$ cat src/rtl/axis_burst_gen.sv
// ---------------------------------------------------------------------------
// axis_burst_gen
//
// AXI4-Stream master that produces runs of fixed-length bursts. A run is
// requested with START while the block is idle; each burst is preceded by a
// programmable number of idle cycles. Beat data is either an incrementing
// count (starting at 1) or a Galois LFSR sequence (starting at the seed),
// continuing across every burst of the run.
//
// Ports
//   M_AXIS_ACLK    in   1         clock
//   M_AXIS_ARESET  in   1         synchronous active-high reset
//   START          in   1         run request, sampled only in IDLE
//   CFG_LEN        in   LEN_W     beats per burst (1..C_MAX_LEN)
//   CFG_BURSTS     in   BST_W     bursts per run (1..C_MAX_BURSTS)
//   CFG_MODE       in   1         0 = incrementing data, 1 = LFSR data
//   M_AXIS_TVALID  out  1         beat valid (registered)
//   M_AXIS_TDATA   out  DW        beat data (registered)
//   M_AXIS_TSTRB   out  DW/8      byte strobes, all ones
//   M_AXIS_TLAST   out  1         last beat of burst (registered)
//   M_AXIS_TREADY  in   1         sink ready
//   BUSY           out  1         run in progress
//   DONE           out  1         one-cycle pulse at run end
//   BEAT_CNT       out  32        accepted beats since reset (wrapping)
// ---------------------------------------------------------------------------
module axis_burst_gen #(
  parameter int          C_M_AXIS_TDATA_WIDTH = 32,
  parameter int          C_M_START_COUNT      = 32,
  parameter int          C_MAX_LEN            = 256,
  parameter int          C_MAX_BURSTS         = 16,
  parameter logic [31:0] C_LFSR_TAPS          = 32'h80200003,
  parameter logic [31:0] C_LFSR_SEED          = 32'h00000001,
  localparam int         LEN_W                = $clog2(C_MAX_LEN + 1),
  localparam int         BST_W                = $clog2(C_MAX_BURSTS + 1)
) (
  input  logic                                M_AXIS_ACLK,
  input  logic                                M_AXIS_ARESET,
  input  logic                                START,
  input  logic [LEN_W-1:0]                    CFG_LEN,
  input  logic [BST_W-1:0]                    CFG_BURSTS,
  input  logic                                CFG_MODE,
  output logic                                M_AXIS_TVALID,
  output logic [C_M_AXIS_TDATA_WIDTH-1:0]     M_AXIS_TDATA,
  output logic [(C_M_AXIS_TDATA_WIDTH/8)-1:0] M_AXIS_TSTRB,
  output logic                                M_AXIS_TLAST,
  input  logic                                M_AXIS_TREADY,
  output logic                                BUSY,
  output logic                                DONE,
  output logic [31:0]                         BEAT_CNT
);

  localparam int DW     = C_M_AXIS_TDATA_WIDTH;
  localparam int STRB_W = C_M_AXIS_TDATA_WIDTH / 8;
  localparam int WCNT_W = $clog2(C_M_START_COUNT + 1);

  localparam logic [DW-1:0]     TAPS_D    = DW'(C_LFSR_TAPS);
  localparam logic [DW-1:0]     SEED_D    = DW'(C_LFSR_SEED);
  localparam logic [DW-1:0]     ONE_D     = {{(DW-1){1'b0}}, 1'b1};
  localparam logic [DW-1:0]     ZERO_D    = {DW{1'b0}};
  localparam logic [LEN_W-1:0]  ONE_LEN   = {{(LEN_W-1){1'b0}}, 1'b1};
  localparam logic [LEN_W-1:0]  ZERO_LEN  = {LEN_W{1'b0}};
  localparam logic [LEN_W-1:0]  MAX_LEN_V = LEN_W'(C_MAX_LEN);
  localparam logic [BST_W-1:0]  ONE_BST   = {{(BST_W-1){1'b0}}, 1'b1};
  localparam logic [BST_W-1:0]  ZERO_BST  = {BST_W{1'b0}};
  localparam logic [BST_W-1:0]  MAX_BST_V = BST_W'(C_MAX_BURSTS);
  localparam logic [WCNT_W-1:0] ZERO_WCNT = {WCNT_W{1'b0}};
  localparam logic [WCNT_W-1:0] ONE_WCNT  = {{(WCNT_W-1){1'b0}}, 1'b1};
  localparam logic [WCNT_W-1:0] WAIT_LAST = WCNT_W'(C_M_START_COUNT - 1);

  typedef enum logic [1:0] {
    IDLE   = 2'd0,
    WAIT   = 2'd1,
    SEND   = 2'd2,
    FINISH = 2'd3
  } state_t;

  // One Galois LFSR step: shift right, fold the taps back in when bit 0 was set.
  function automatic logic [DW-1:0] lfsr_next(input logic [DW-1:0] cur);
    logic [DW-1:0] fb;
    fb = cur[0] ? TAPS_D : ZERO_D;
    return (cur >> 1) ^ fb;
  endfunction

  // Data value that follows cur in the selected mode.
  function automatic logic [DW-1:0] data_next(input logic [DW-1:0] cur,
                                              input logic          lfsr_mode);
    logic [DW-1:0] nxt;
    if (lfsr_mode) begin
      nxt = lfsr_next(cur);
    end else begin
      nxt = cur + ONE_D;
    end
    return nxt;
  endfunction

  // State and datapath registers
  state_t             state_r;
  logic [WCNT_W-1:0]  wait_cnt_r;
  logic [LEN_W-1:0]   len_r;
  logic [LEN_W-1:0]   beat_idx_r;   // 1-based index of the beat on the bus
  logic [BST_W-1:0]   bursts_left_r;
  logic               mode_r;
  logic [DW-1:0]      seq_r;        // first data value of the next burst
  logic               tvalid_r;
  logic [DW-1:0]      tdata_r;
  logic               tlast_r;
  logic               busy_r;
  logic               done_r;
  logic [31:0]        beat_cnt_r;

  // Next-value signals
  state_t             state_nxt_s;
  logic [WCNT_W-1:0]  wait_cnt_nxt_s;
  logic [LEN_W-1:0]   len_nxt_s;
  logic [LEN_W-1:0]   beat_idx_nxt_s;
  logic [BST_W-1:0]   bursts_left_nxt_s;
  logic               mode_nxt_s;
  logic [DW-1:0]      seq_nxt_s;
  logic               tvalid_nxt_s;
  logic [DW-1:0]      tdata_nxt_s;
  logic               tlast_nxt_s;
  logic               busy_nxt_s;
  logic               done_nxt_s;
  logic [31:0]        beat_cnt_nxt_s;

  // Decoded conditions
  logic               start_ok_s;
  logic               xfer_s;
  logic               wait_done_s;
  logic               last_burst_s;
  logic [DW-1:0]      adv_data_s;

  // A run is only accepted with a non-zero, in-range length and burst count.
  assign start_ok_s   = START &&
                        (CFG_LEN != ZERO_LEN) && (CFG_LEN <= MAX_LEN_V) &&
                        (CFG_BURSTS != ZERO_BST) && (CFG_BURSTS <= MAX_BST_V);
  assign xfer_s       = tvalid_r & M_AXIS_TREADY;
  assign wait_done_s  = (wait_cnt_r == WAIT_LAST);
  assign last_burst_s = (bursts_left_r == ONE_BST);
  assign adv_data_s   = data_next(tdata_r, mode_r);

  // State register
  always_ff @(posedge M_AXIS_ACLK) begin
    if (M_AXIS_ARESET) begin
      state_r <= IDLE;
    end else begin
      state_r <= state_nxt_s;
    end
  end

  // Next-state logic
  always_comb begin
    state_nxt_s = state_r;
    case (state_r)
      IDLE: begin
        if (start_ok_s) begin
          state_nxt_s = WAIT;
        end else begin
          state_nxt_s = IDLE;
        end
      end
      WAIT: begin
        if (wait_done_s) begin
          state_nxt_s = SEND;
        end else begin
          state_nxt_s = WAIT;
        end
      end
      SEND: begin
        if (xfer_s && tlast_r) begin
          if (last_burst_s) begin
            state_nxt_s = FINISH;
          end else begin
            state_nxt_s = WAIT;
          end
        end else begin
          state_nxt_s = SEND;
        end
      end
      FINISH: begin
        state_nxt_s = IDLE;
      end
      default: begin
        state_nxt_s = IDLE;
      end
    endcase
  end

  // Output and datapath next values; everything visible is registered below
  always_comb begin
    wait_cnt_nxt_s    = wait_cnt_r;
    len_nxt_s         = len_r;
    beat_idx_nxt_s    = beat_idx_r;
    bursts_left_nxt_s = bursts_left_r;
    mode_nxt_s        = mode_r;
    seq_nxt_s         = seq_r;
    tvalid_nxt_s      = tvalid_r;
    tdata_nxt_s       = tdata_r;
    tlast_nxt_s       = tlast_r;
    busy_nxt_s        = busy_r;
    done_nxt_s        = 1'b0;
    beat_cnt_nxt_s    = beat_cnt_r;
    case (state_r)
      IDLE: begin
        if (start_ok_s) begin
          len_nxt_s         = CFG_LEN;
          bursts_left_nxt_s = CFG_BURSTS;
          mode_nxt_s        = CFG_MODE;
          wait_cnt_nxt_s    = ZERO_WCNT;
          busy_nxt_s        = 1'b1;
          // Each run restarts its data sequence.
          seq_nxt_s         = CFG_MODE ? SEED_D : ONE_D;
        end else begin
          busy_nxt_s        = 1'b0;
        end
      end
      WAIT: begin
        if (wait_done_s) begin
          // Present the first beat of the burst in the cycle after WAIT ends.
          wait_cnt_nxt_s = ZERO_WCNT;
          tvalid_nxt_s   = 1'b1;
          tdata_nxt_s    = seq_r;
          tlast_nxt_s    = (len_r == ONE_LEN);
          beat_idx_nxt_s = ONE_LEN;
        end else begin
          wait_cnt_nxt_s = wait_cnt_r + ONE_WCNT;
        end
      end
      SEND: begin
        if (xfer_s) begin
          beat_cnt_nxt_s = beat_cnt_r + 32'd1;
          if (tlast_r) begin
            // Burst complete: drop the bus and remember where data resumes.
            tvalid_nxt_s      = 1'b0;
            tlast_nxt_s       = 1'b0;
            seq_nxt_s         = adv_data_s;
            bursts_left_nxt_s = bursts_left_r - ONE_BST;
            wait_cnt_nxt_s    = ZERO_WCNT;
            if (last_burst_s) begin
              done_nxt_s = 1'b1;
            end else begin
              done_nxt_s = 1'b0;
            end
          end else begin
            tdata_nxt_s    = adv_data_s;
            beat_idx_nxt_s = beat_idx_r + ONE_LEN;
            tlast_nxt_s    = ((beat_idx_r + ONE_LEN) == len_r);
          end
        end else begin
          // Stalled: every bus register keeps its value.
          tvalid_nxt_s = tvalid_r;
        end
      end
      FINISH: begin
        busy_nxt_s = 1'b0;
      end
      default: begin
        tvalid_nxt_s = 1'b0;
        tlast_nxt_s  = 1'b0;
        busy_nxt_s   = 1'b0;
      end
    endcase
  end

  // Datapath and output registers
  always_ff @(posedge M_AXIS_ACLK) begin
    if (M_AXIS_ARESET) begin
      wait_cnt_r    <= ZERO_WCNT;
      len_r         <= ZERO_LEN;
      beat_idx_r    <= ZERO_LEN;
      bursts_left_r <= ZERO_BST;
      mode_r        <= 1'b0;
      seq_r         <= ZERO_D;
      tvalid_r      <= 1'b0;
      tdata_r       <= ZERO_D;
      tlast_r       <= 1'b0;
      busy_r        <= 1'b0;
      done_r        <= 1'b0;
      beat_cnt_r    <= 32'd0;
    end else begin
      wait_cnt_r    <= wait_cnt_nxt_s;
      len_r         <= len_nxt_s;
      beat_idx_r    <= beat_idx_nxt_s;
      bursts_left_r <= bursts_left_nxt_s;
      mode_r        <= mode_nxt_s;
      seq_r         <= seq_nxt_s;
      tvalid_r      <= tvalid_nxt_s;
      tdata_r       <= tdata_nxt_s;
      tlast_r       <= tlast_nxt_s;
      busy_r        <= busy_nxt_s;
      done_r        <= done_nxt_s;
      beat_cnt_r    <= beat_cnt_nxt_s;
    end
  end

  assign M_AXIS_TVALID = tvalid_r;
  assign M_AXIS_TDATA  = tdata_r;
  assign M_AXIS_TLAST  = tlast_r;
  assign M_AXIS_TSTRB  = {STRB_W{1'b1}};
  assign BUSY          = busy_r;
  assign DONE          = done_r;
  assign BEAT_CNT      = beat_cnt_r;

endmodule

$ cat config.mk
export PLATFORM = sky130hd
export DESIGN_NAME = axis_burst_gen
export DESIGN_NICKNAME = d
export VERILOG_FILES = /design/src/rtl/axis_burst_gen.sv
export SDC_FILE = /design/constraint.sdc
export NUM_CORES = 1
export LEC_CHECK = 0
export ABC_CLOCK_PERIOD_IN_PS = 2100
export BUFFER_PORTS_ARGS = -buffer_cell sky130_fd_sc_hd__buf_2
export CORE_MARGIN = 3
export CORE_UTILIZATION = 50
export CTS_CLUSTER_DIAMETER = 80
export DETAILED_ROUTE_END_ITERATION = 10
export PLACE_DENSITY = 0.77
export SYNTH_ARGS = -nofsm -noshare
export SYNTH_HDL_FRONTEND = slang
export SYNTH_SLANG_ARGS = --single-unit
$ cat constraint.sdc
create_clock -name M_AXIS_ACLK -period 2.1 [get_ports M_AXIS_ACLK]
set_input_delay 0.105 -clock M_AXIS_ACLK [delete_from_list [all_inputs] [get_ports M_AXIS_ACLK]]
set_output_delay 0.105 -clock M_AXIS_ACLK [all_outputs]
set_load 0.1 [all_outputs]
# After elaboration in Yosys (flattened, before gate mapping)
# Index checks and enable logic that the tools add are counted.
totals:
  latch_bits: 0
  ramBits: 0
  inputBits: 19
  regBits: 132
  memories: 0
  out_inout_bits: 72
  romBits: 0
classes:
  magnitude_cmp: 2
  shifts: 0
  muxes: 39
  reduce_logical: 20
  eq_ne: 12
  n_div: 0
  mul: 0
  addsub: 5
  bitwise_logic: 5
op_table:
  columns: ["op", "n"]
  rows:
  - ["2-to-1 mux 32 bit", 8]
  - ["case mux 32 bit (2 select lines)", 2]
  - ["adder 32 x 1 -> 32 bit, second input constant", 2]
  - ["XOR 31 x 32 -> 32 bit", 1]
  - ["2-to-1 mux 9 bit", 3]
  - ["2-to-1 mux 6 bit", 4]
  - ["case mux 6 bit (3 select lines)", 1]
  - ["case mux 9 bit (2 select lines)", 1]
  - ["AND reduction 4 bit", 4]
  - ["2-to-1 mux 5 bit", 3]
  - ["!= test 2 bit, second input constant", 5]
  - ["case mux 5 bit (2 select lines)", 1]
  - ["adder 9 x 1 -> 9 bit, second input constant", 1]
  - ["== test 9 x 1 -> 1 bit, second input constant", 1]
  - ["== test 9 bit", 1]
  - ["<= comparator 9 bit, second input constant", 1]
  - ["2-to-1 mux 1 bit", 9]
  - ["nonzero test 9 bit", 1]
  - ["case mux 2 bit (4 select lines)", 1]
  - ["adder 6 x 1 -> 6 bit, second input constant", 1]
  - ["== test 6 x 5 -> 1 bit, second input constant", 1]
  - ["2-to-1 mux 2 bit", 3]
  - ["case mux 1 bit (2 select lines)", 3]
  - ["nonzero test 2 bit", 3]
  - ["14 further kinds", 22]

# Longest topological paths before layout
# Gate-level depths: netlist (run 1).
depth:
  ltp_word: 7
  depth_mapped: 11
  depth_no_buf: 8

# Worst setup path after synthesis (run 1)
# OpenSTA, ideal clock, no wires.
synth_path:
  path_kind: "register to register"
  start: "reg tdata_r[7] (netlist: M_AXIS_TDATA[7])"
  end: "reg tdata_r[17] (netlist: M_AXIS_TDATA[17])"
  stages_incl_launch_ff: 7
  arrival_time_ns: 2.765
  period_less_slack_ns: 2.844
  setup_slack_ns: -0.744
  required_ns: 2.021
  setup_ns: 0.079
  cell_sequence: "dfxtp_1 -> nand3_1 -> or4_4 -> or3_1 -> a31oi_2 -> a21oi_1 -> a211oi_2"
synth_via:
  elab_chain_cells: 5
synth_lines:
  columns: ["item", "line", "text"]
  rows:
  - ["start: declaration", "105", "logic [DW-1:0] tdata_r;"]
  - ["start signal: assignment", "288", "tdata_r <= tdata_nxt_s;"]
  - ["adder 32 x 1 -> 32 bit", "91", "nxt = cur + ONE_D;"]
  - ["2-to-1 mux 32 bit", "88", "if (lfsr_mode) begin"]
  - ["2-to-1 mux 32 bit", "232", "if (tlast_r) begin"]
  - ["2-to-1 mux 32 bit", "230", "if (xfer_s) begin"]
  - ["case mux 32 bit (2 select lines)", "203", "case (state_r)"]
# Every way passes these cells. The select of a mux whose other input is x is not followed.
# A chain may end at the register's enable or synchronous reset.

# Worst setup path in the final report (run 1)
layout_path:
  start: "in CFG_LEN[3]"
  end: "reg seq_r[20]"
layout_via:
  elab_chain_cells: 7
  word_cells_on_any_way: 8
  classes_between: "1 x order compare; 1 x eq/ne; 6 x reduce/logical"
layout_lines:
  columns: ["item", "line", "text"]
  rows:
  - ["start: declaration", "39", "input logic [LEN_W-1:0] CFG_LEN,"]
  - ["branches (longest 2 deep; another with <= comparator 9 bit)", null, null]
  - ["logical AND 1 bit (*) (2 in series)", "135", "(CFG_LEN != ZERO_LEN) && (CFG_LEN <= MAX_LEN_V) &&"]
  - ["logical AND 1 bit (*)", "136", "(CFG_BURSTS != ZERO_BST) && (CFG_BURSTS <= MAX_BST_V);"]
  - ["!= test 2 bit (no source line) (*)", null, null]
  - ["AND reduction 4 bit (no source line) (*)", null, null]
  - ["end signal: assignment", "286", "seq_r <= seq_nxt_s;"]
  - ["end: declaration", "103", "logic [DW-1:0] seq_r;"]
# Mark *: on every way between the ends.

==> summary.md, run 1 <==
| Metric | Value |
|---|---|
| Port Buffers | 86 |
| Post-synth top area cell | dfxtp_1 |
| Initial antenna violation count | 0 |
| Max Slew Vio Count | 0 |
| Startpoint types | input pin |
| Die footprint | approximately 15,000 um^2 |
| Largest net degree at the start of global routing | 85 |
| DR iter-0 viols | roughly 580 |
| Leakage power | roughly 3.4 nW |
| Vias per inst | between 5 and 6 |
| Achievable Freq | just under 500 MHz |
| Syn Area/Cell | 8.04 um^2 |
| Worst-Margin Slew | 0.516 ns |
| Cell variety after synth | 70 |
| Layout cells sized above 1 | 0.278 |
| Clock tree from TritonCTS | yes |
| Worst Setup Path Type | in2reg |
| Power per Cell Area | just under 700 nW/um^2 |
| Clock Tree Buf Depth | 2 |
| Tmin final | 2.06 ns |
| Post-route insts no fill | between 1,000 and 1,500 |
| Post-synthesis sequential area ratio | 0.379 |
| Area grow syn2layout | 28.3% |
| GR Overflow Total | 0 |
| Inst Count DP | 1,125 |
| Area contributors post-synth | dfxtp_1, a21oi_1, nor2_1 |
| CP max stage delay | between 0.5 and 0.6 ns |
| Critical-path top delay cell | dlygate4sd3_1 |
| ANT nets after route | 0 |
| Antenna Cells | 0 |
| Synth Instances | 868 |
| # nets final | just over 1,000 |
| # rows | 42 |
| Post-route cell area | approximately 8900 um^2 |
| Tot GR Track Use | 0.241 |
| Most common cell in the netlist | dfxtp_1 |
| Avg WL per Cell | ~16 um |
| Clock sinks | 132 |
| HPWL after DPL | 12,200 um |
| Post-synth EDFFs | 0 |
| Worst Hold Class | in2reg |
| Post-DP Area | just over 8000 um^2 |
| Asr flop ratio synth | 0 |
| Req. time, crit path | around 2.4 ns |
| Vias in the first global route | roughly 6,100 |
| Cell Int Power | roughly 4.4 mW |
| Max transition margin | 0.659 |
| CTS clk-pin slew, worst paths | approximately 0.06 ns |
| Switching Share | 0.284 |
| Final core utilization | 0.665 |
| Critical path data arrival time | 2.35 ns |
| Final setup vio count | 0 |
| Flops & latches, synth | approximately 130 |
| Max Clock Skew | 0.0104 ns |
| Final WL | 18,600 um |
| Ys flop type | dfxtp_1 |
| First-pass GRT wire length | 29,700 um |
| RSZ-0062 raised after global routing | true |
| Final critical-path share of the clock period | 0.980 |
| Net switching power | approximately 1.8 mW |
| Clock share of power | 0.455 |
| CP cell instances | dlygate4sd3_1, buf_2, or4_4, or3_4, nand3_4, o22ai_2, buf_4, nand2_1, buf_12, o21ai_0 |
| Max FO, Critical Path | 11 |
| Clock root buffer | clkbuf_16 |
| Vias | between 6,000 and 7,000 |
| Reg power frac | 0.418 |
| Yosys warnings | 0 |
| IO Pins | 91 |
| DRC | 0 |
| Max-Cap Viols | 0 |
| Die W | between 100 and 150 um |
| Height of the die | about 120 um |
| Final Power | approximately 6.2 mW |
| Hold Vio Cnt, Final | 0 |
| CP Capture Type | flip-flop |
| Status | finished clean |
| Inserted Clock Buffers | 17 |
| Mapped Area | about 7000 um^2 |
| Initial cell density of the core | 0.519 |
| GPL Wtd Cong | between 0.8 and 0.9 |
| Synth top cells by count | dfxtp_1, nor2_1, a21oi_1, nand2_1, nand3_1 |
| DR pass1 iterations | 5 |
| Worst-Skew Late Latency | 0.43 ns |
| Yosys top cell area share | 0.379 |
| Core ar. | 13,500 um^2 |
| H-tree depth | 4 |
| Peak VDD IR | roughly 0.56 mV |
| Comb pwr share | 0.127 |
## power groups by stage
stage | combinational [mW] | clock (mW) | sequential, mW
global route | 0.840 | 2.98 | 2.60
CTS | 0.754 | 2.86 | 2.59
finish | 0.789 | 2.82 | 2.59
global placement | 0.731 | 0 | 2.64
detailed placement | 0.736 | 0 | 2.64
floorplan | 0.326 | 0 | 2.88
## flip-flops by register name, indices dropped and copies added, names as in the netlist, 2 cells and up
signal	flops
M_AXIS_TDATA	32
bursts_left_r	5
BEAT_CNT	32
seq_r	32
beat_idx_r	9
len_r	9
wait_cnt_r	6
state_r	2
## routing by layer
layer | global-route usage | wire length (um)
met1 | 0.326 | 8310
met2 | 0.376 | 8740
met3 | 0.0531 | 1250
met4 | 0.0910 | 296
met5 | 0 | 0
## cells by family (layout without fill, tap and decap cells)
logic type / count (synthesis) / after routing / synth area share
AOI/OAI and AO/OA: 217 / 217 / 0.198
xor gates and xnor gates: 68 / 68 / 0.0854
adders and majority gates: 11 / 11 / 0.0197
buffers and inverters: 82 / 210 / 0.0500
DFF: 132 / 132 / 0.379
muxes: 17 / 17 / 0.0246
other: 1 / 4 / 0.000538
and+or+nand+nor: 340 / 340 / 0.243
## path summary, 6_finish.rpt
path | from | to | slack, ns | cells after the start
max reg2reg | M_AXIS_TDATA[20] | M_AXIS_TDATA[30] | 0.07 | 6
min | CFG_BURSTS[1] | bursts_left_r[1] | 0.02 | 3
min reg2reg | seq_r[5] | seq_r[5] | 0.45 | 2
max | CFG_LEN[3] | seq_r[20] | 0.04 | 10
## cells in the final DEF (no fill, tap or decap), types with 6 or more instances in the layout
cell type,instances
nor2_1,96
buf_2,85
dfxtp_1,81
a21oi_1,77
nand2_1,74
buf_4,53
nand3_1,50
o21ai_0,48
dfxtp_4,43
xnor2_1,38
xor2_1,30
nand4_1,21
a211oi_1,20
inv_1,19
clkbuf_16,18
mux2i_1,16
nor3_1,13
or3_1,12
nand2b_1,10
dlygate4sd3_1,10
a21o_1,9
dfxtp_2,8
nor4_1,8
o211ai_1,8
a221oi_1,8
ha_1,8
and3_1,7
buf_12,7
and2_1,6
## critical path, delay by kind of cell
| kind | cells | cell delay, ns |
|---|---|---|
| buf+inv | 4 | 0.98 |
| compound gates | 2 | 0.20 |
| simple gates | 4 | 1.06 |
## metrics by stage
stage	setup TNS, ns	hold slack (ns)	setup slack (ns)
detailed placement	0	0.345	0.00981
finish	0	0.0238	0.0414
global route	-0.278	0.0505	-0.0454
global placement	-0.00336	0.336	-0.00336
CTS	0	0.0204	0.00210
floorplan	-0.733	0.249	-0.145
## repair_timing
item,4_1_cts,5_1_grt
buffers inserted,0,7
hold endpoints to repair,10,0
hold buffers,10,0
gates resized for setup,0,30
setup endpoints to repair,0,66
## cell type report
type / instances / area (um^2)
tap: 176 / 220
inverter: 20 / 75.1
timing repair buffer: 158 / 1110
sequential: 132 / 2810
clock inverter: 12 / 104
multi-input combinational: 657 / 4170
fill: 1116 / 4510
clock buffer: 20 / 457
Power figures use the tool's default switching activity.
==> run 2: changes to the inputs <==
--- a/config.mk
+++ b/config.mk
@@ -7,11 +7,11 @@
 export LEC_CHECK = 0
 export ABC_CLOCK_PERIOD_IN_PS = 2100
 export BUFFER_PORTS_ARGS = -buffer_cell sky130_fd_sc_hd__buf_2
-export CORE_MARGIN = 3
+export CORE_MARGIN = 1
 export CORE_UTILIZATION = 50
 export CTS_CLUSTER_DIAMETER = 80
 export DETAILED_ROUTE_END_ITERATION = 10
-export PLACE_DENSITY = 0.77
+export PLACE_DENSITY = 0.69
 export SYNTH_ARGS = -nofsm -noshare
 export SYNTH_HDL_FRONTEND = slang
 export SYNTH_SLANG_ARGS = --single-unit
==> run 2 against run 1 <==
Against the previous run:
- clock power decreased by 5%
- critical endpoint is now M_AXIS_TDATA[17]
- combinational power increased by 2%
- clock-buffer cell count increased by 4
- routed wire length increased by 5.5%
- critical path type is now reg2reg
==> summary.md, run 2 (synthesis gave the netlist of run 1 again) <==
| Metric | Value |
|---|---|
| Status | finished clean |
| Vias | 6,924 (+0.76%) |
| Inserted Clock Buffers | 17 (unchanged) |
| Req. time, crit path | 2.44 ns (+0.05 ns) |
| Final setup vio count | 0 (unchanged) |
| Max transition margin | 0.562 (-0.0967) |
| Reg2reg path depth | 7 (+1) |
| Max Clock Skew | 0.00601 ns (-0.00437 ns) |
| DR pass1 iterations | 6 (+1) |
| Avg WL per Cell | 16.6 um (+4.8%) |
| RR Endpoint | M_AXIS_TDATA[17] |
| Hold Path Origin | CFG_BURSTS[1] |
| Commonest cells after routing, fill and taps aside | nor2_1, buf_2, dfxtp_1 |
| Initial cell density of the core | 0.521 (+0.00203) |
| Startpoint types | flip-flop |
| DR iter-0 viols | 635 (+9.3%) |
| Clock root buffer | clkbuf_16 |
| Power per Cell Area | 675 nW/um^2 (-2.5%) |
| Initial antenna violation count | 1 (+1) |
| IO Pins | 91 (unchanged) |
| Leakage power | 3.38 nW (+0.38%) |
| H-tree depth | 4 (unchanged) |
| Tot GR Track Use | 0.270 (+0.0290) |
| Achievable Freq | 485 MHz (-0.26%) |
| Final critical-path share of the clock period | 0.983 (+0.00252) |
| Port Buffers | 86 (unchanged) |
| GR Overflow Total | 0 (unchanged) |
| Largest net degree at the start of global routing | 62 (-27%) |
| Reg2reg setup slack | 0.04 ns (-0.03 ns) |
| Area grow syn2layout | 29.0% |
| Source of the worst register-to-register timing path | M_AXIS_TDATA[3] |
| HPWL after DPL | 12,900 um (+6.2%) |
| Worst-Margin Slew | 0.657 ns (+0.142 ns) |
| CP Capture Type | flip-flop |
| # rows | 42 (unchanged) |
| Max FO, Critical Path | 7 (-4) |
| Post-route insts no fill | 1,183 (+0.68%) |
| Final Power | 6.08 mW (-2.0%) |
| CTS clk-pin slew, worst paths | 0.05 ns (about the same) |
| # nets final | 1,024 (+0.79%) |
| WHS | 0.0491 ns (+0.0253 ns) |
| Worst-Skew Late Latency | 0.43 ns (about the same) |
| Fill cells | 1,138 (+2.0%) |
| GPL Wtd Cong | 0.941 (+10%) |
| DP Worst Slack | -0.140 ns (-0.150 ns) |
| Final core utilization | 0.671 (+0.00616) |
| Tmin final | 2.06 ns (+0.00529 ns) |
| Fin Setup TNS | 0 ns (unchanged) |
| Die footprint | 14,400 um^2 (-6.3%) |
| Die W | 120 um (-3.2%) |
| Height of the die | 120 um (-3.2%) |
| Worst Setup Path Type | reg2reg |
| Most common cell after layout, fill and taps aside | nor2_1 |
| Clock sinks | 132 (unchanged) |
| Post-DP Area | 8040 um^2 (-0.34%) |
| Peak VDD IR | 0.627 mV (+12%) |
| Worst setup margin | 0.0361 ns (-0.00529 ns) |
| Worst Hold Class | in2reg |
| Layout cells sized above 1 | 0.284 (+0.00602) |
| Clock tree from TritonCTS | yes |
| Core ar. | 13,400 um^2 (-0.39%) |
| Vias in the first global route | 6,347 (+3.7%) |
| Hold path depth | 3 (unchanged) |
| Post-route cell area | 8990 um^2 (+0.53%) |
| Critical path data arrival time | 2.40 ns (+0.05 ns) |
| Worst hold endpoint | bursts_left_r[1] |
| Max-Cap Viols | 0 (unchanged) |
| Vias per inst | 5.85 (about the same) |
| RSZ-0062 raised after global routing | true |
| Clock Tree Buf Depth | 2 (unchanged) |
| Max Slew Vio Count | 0 (unchanged) |
| Final WL | 19,600 um (+5.5%) |
| First-pass GRT wire length | 31,100 um (+4.8%) |
| Inst Count DP | 1,123 (-0.18%) |
| Hold Vio Cnt, Final | 0 (unchanged) |
| DRC | 0 (unchanged) |
| ANT nets after route | 0 (unchanged) |
[run 2: what timing repair did]
item                                    in CTS  in global routing
endpoints found under the setup margin      18                 63
hold buffers                                10                  0
endpoints found under the hold margin       10                  0
gates resized for setup                      5                 44
gates cloned                                 0                  1
pin swaps                                    0                 21
buffers inserted                             3                 14
[run 2: where the power goes]
part           total (mW)  internal (mW)  switching (mW)
combinational       0.808          0.240           0.568
sequential           2.60           2.52          0.0728
clock                2.67           1.63            1.04
total                6.08           4.40            1.68
[run 2: final cells by class]
class                           count  area [um^2]  share of cell area
Sequential cell                   132         2820               0.313
Inverter                           20         75.1             0.00835
Tap cell                          176          220              0.0245
Antenna cell                        1         2.50            0.000278
Clock inverter                      7         57.6             0.00640
Clock buffer                       24          462              0.0513
Multi-Input combinational cell    657         4180               0.465
Timing Repair Buffer              166         1180               0.131
[run 2: worst max path at each step]
stage                     depth (start not counted)          endpoint             from  slack (ns)
after CTS                                         7  M_AXIS_TDATA[21]  M_AXIS_TDATA[9]       0.003
after floorplan                                   7  M_AXIS_TDATA[17]  M_AXIS_TDATA[0]       -0.15
final                                             7  M_AXIS_TDATA[17]  M_AXIS_TDATA[3]        0.04
after detailed placement                          8  bursts_left_r[0]       CFG_LEN[0]       -0.14
after global routing                              9  M_AXIS_TDATA[25]  M_AXIS_TDATA[0]       -0.03
after global placement                            8         seq_r[27]       CFG_LEN[4]       -0.04
[run 2: layer usage]
metal | track usage | up-vias | wire, um
met2 | 0.443 | 244 | 9450
li1 | - | 3348 | -
met5 | 0 | - | 0
met3 | 0.0613 | 32 | 1140
met4 | 0.0898 | 0 | 326
met1 | 0.348 | 3300 | 8710
[run 2: worst max-delay path, stage by stage (launching register included)]
cell and delay (ns):
dfxtp_4 0.38, nand4_1 0.14, buf_4 0.18, or4_4 0.45, or3_1 0.40, a31oi_2 0.18
a21oi_2 0.06, a211oi_2 0.20
==> run 3: changes to the inputs <==
==> config.mk (replaced) <==
export PLATFORM = sky130hd
export DESIGN_NAME = axis_burst_gen
export DESIGN_NICKNAME = d
export VERILOG_FILES = /design/src/rtl/axis_burst_gen.sv
export SDC_FILE = /design/constraint.sdc
export NUM_CORES = 1
export LEC_CHECK = 0
export ABC_CLOCK_PERIOD_IN_PS = 2000
export BUFFER_PORTS_ARGS = -buffer_cell sky130_fd_sc_hd__buf_2
export CORE_MARGIN = 1
export CORE_UTILIZATION = 50
export CTS_CLUSTER_DIAMETER = 30
export DETAILED_ROUTE_END_ITERATION = 10
export PLACE_DENSITY = 0.67
export REMOVE_ABC_BUFFERS = 1
export SYNTH_ARGS = -nofsm -noshare
export SYNTH_HDL_FRONTEND = slang
export SYNTH_SLANG_ARGS = --single-unit
==> constraint.sdc (replaced) <==
create_clock -name M_AXIS_ACLK -period 2 [get_ports M_AXIS_ACLK]
set_input_delay 0.1 -clock M_AXIS_ACLK [delete_from_list [all_inputs] [get_ports M_AXIS_ACLK]]
set_output_delay 0.1 -clock M_AXIS_ACLK [all_outputs]
set_load 0.1 [all_outputs]
==> run 3 against run 2 <==
Against the previous run:
- the flow now finishes with violations (setup timing)
- routed wire length is 6.2% higher
- cell area grew 3.5%
- sequential cell count unchanged
- total power increased by 15%
- first-iteration DRC count up 30%
- die area stayed put
- via count grew 4.0%
- clock power is 25% higher
- hold slack got worse by 0.023 ns
- global-route usage grew 1.6 points
- critical path type unchanged
- critical endpoint is now seq_r[17]
- largest power group unchanged
==> summary.md, run 3 (synthesis gave the netlist of run 1 again) <==
| Metric | Value |
|---|---|
| Vias in the first global route | 6,893 (+8.6%) |
| Vias per inst | 5.86 (+0.15%) |
| Worst Setup Path Type | reg2reg |
| DR pass1 iterations | 5 (-1) |
| Tot GR Track Use | 0.286 (+0.0159) |
| Antenna Cells | 0 (-1) |
| Req. time, crit path | 2.35 ns (-0.09 ns) |
| Max Slew Vio Count | 0 (unchanged) |
| CP max stage delay | 0.47 ns (+0.02 ns) |
| HPWL after DPL | 14,000 um (+8.0%) |
| WP depth | 8 (+1) |
| CP startpoint | M_AXIS_TDATA[1] |
| Commonest cells after routing, fill and taps aside | dfxtp_1, buf_4, nor2_1 |
| Initial cell density of the core | 0.521 (unchanged) |
| DR iter-0 viols | 826 (+30%) |
| Crit path to | seq_r[17] |
| Worst Hold Class | in2reg |
| Hold Vio Cnt, Final | 0 (unchanged) |
| Clock tree from TritonCTS | yes |
| Inserted Clock Buffers | 17 (unchanged) |
| RSZ-0062 raised after global routing | true |
| Avg WL per Cell | 17.0 um (+2.2%) |
| Clock sinks | 132 (unchanged) |
| Source of the worst register-to-register timing path | M_AXIS_TDATA[1] |
| Most frequent CP cell | buf_4 |
| Max transition margin | 0.660 (+0.0984) |
| Critical-path top delay cell | or4_4 |
| Crit-path leading delay family | simple AND/OR/NAND/NOR gates |
| Failing checks | setup timing |
| CTS clk-pin slew, worst paths | 0.06 ns (about the same) |
| # rows | 42 (unchanged) |
| Power per Cell Area | 751 nW/um^2 (+11%) |
| Die footprint | 14,400 um^2 (unchanged) |
| Layout cells sized above 1 | 0.286 (+0.00156) |
| Initial antenna violation count | 0 (-1) |
| First-pass GRT wire length | 32,900 um (+5.8%) |
| # nets final | 1,070 (+4.5%) |
| Clock Tree Buf Depth | 2 (unchanged) |
| Max Clock Skew | 0.00749 ns (+0.00147 ns) |
| Worst setup margin | -0.0246 ns (-0.0608 ns) |
| Peak VDD IR | 0.606 mV (-3.3%) |
| H-tree depth | 4 (unchanged) |
| Leakage power | 3.63 nW (+7.6%) |
| Final setup vio count | 1 (+1) |
| Post-route cell area | 9310 um^2 (+3.5%) |
| GPL Wtd Cong | 0.913 (-3.0%) |
| Worst-Skew Late Latency | 0.43 ns (about the same) |
| IO Pins | 91 (unchanged) |
| CP Capture Type | flip-flop |
| DP Worst Slack | -0.129 ns (+0.0109 ns) |
| Final WL | 20,800 um (+6.2%) |
| GR Overflow Total | 0 (unchanged) |
| CP Buf/Inv Count | 2 (+1) |
| Critical path data arrival time | 2.37 ns (-0.03 ns) |
| Clock root buffer | clkbuf_16 |
| Final critical-path share of the clock period | 1.01 (+0.0295) |
| Most common cell after layout, fill and taps aside | dfxtp_1 |
| DRC | 0 (unchanged) |
| Die W | 120 um (unchanged) |
| Worst-Margin Slew | 0.513 ns (-0.144 ns) |
| Area grow syn2layout | 33.4% |
| Post-DP Area | 8230 um^2 (+2.3%) |
| ANT nets after route | 0 (unchanged) |
| Vias | 7,204 (+4.0%) |
| Status | finished with violations |
| Max FO, Critical Path | 5 (-2) |
| CP cell instances | buf_4, nand4_1, or4_4, or3_4, a31oi_4, buf_4, nand2_1, a21oi_1 |
| Height of the die | 120 um (unchanged) |
| RR Endpoint | seq_r[17] |
| Achievable Freq | 494 MHz (+1.9%) |
| Tmin final | 2.02 ns (-0.0392 ns) |
| Port Buffers | 86 (unchanged) |
| Reg2reg setup slack | -0.02 ns (-0.06 ns) |
| Startpoint types | flip-flop |
| Core ar. | 13,400 um^2 (unchanged) |
| Reg2reg path depth | 8 (+1) |
| Largest net degree at the start of global routing | 35 (-44%) |
| Max-Cap Viols | 0 (unchanged) |
| Fill cells | 1,096 (-3.7%) |
## run 3: worst min path at each step
stage,depth (start not counted),startpoint,end
after floorplan,1,M_AXIS_ARESET,M_AXIS_TDATA[17]
after global placement,3,CFG_LEN[2],len_r[2]
after detailed placement,3,CFG_LEN[5],len_r[5]
after CTS,3,CFG_BURSTS[1],bursts_left_r[1]
after global routing,3,CFG_BURSTS[1],bursts_left_r[1]
final,3,CFG_BURSTS[1],bursts_left_r[1]
## run 3: stage by stage
stage	utilization	setup TNS, ns	cells	total power, mW	hold WS, ns
4_1_cts	0.674	-0.00953	1221	6.97	0.0239
3_5_place_dp	0.614	-2.92	1177	3.63	0.353
6_report	0.694	-0.0246	1229	6.99	0.0264
3_3_place_gp	0.614	-1.42	1177	3.61	0.340
5_1_grt	0.694	-0.538	1229	7.20	0.0421
2_1_floorplan	-	-103.92	809	3.33	0.165
## run 3: area by class of cell
| class | count | area, um^2 | area share |
|---|---|---|---|
| Multi-Input combinational cell | 657 | 4210 | 0.452 |
| Tap cell | 176 | 220 | 0.0237 |
| Timing Repair Buffer | 212 | 1520 | 0.163 |
| Sequential cell | 132 | 2660 | 0.285 |
| Inverter | 20 | 75.1 | 0.00807 |
| Clock buffer | 17 | 425 | 0.0457 |
| Clock inverter | 15 | 206 | 0.0222 |
## run 3: layer usage
| layer | global-route usage | up-vias | part of all wire |
|---|---|---|---|
| met4 | 0.107 | 0 | 0.018 |
| met5 | 0 | - | 0 |
| met2 | 0.493 | 257 | 0.49 |
| li1 | - | 3438 | - |
| met3 | 0.0490 | 35 | 0.058 |
| met1 | 0.354 | 3474 | 0.43 |
## run 3: timing repair
item	CTS	global route
setup buffers	3	5
hold endpoints to repair	9	0
gates resized for setup	17	50
pin swaps	6	11
hold buffers	9	0
setup endpoints to repair	26	87
gates cloned	0	3
## run 3: tightest hold or removal path: stages
cell and delay (ns):
buf_2 0.10, o211ai_1 0.08, a21oi_1 0.14
## run 3: power by group
group          total [mW]  switching [mW]  internal, mW
Combinational       0.904           0.628         0.276
Clock                3.34            1.25          2.09
Sequential           2.74          0.0568          2.68
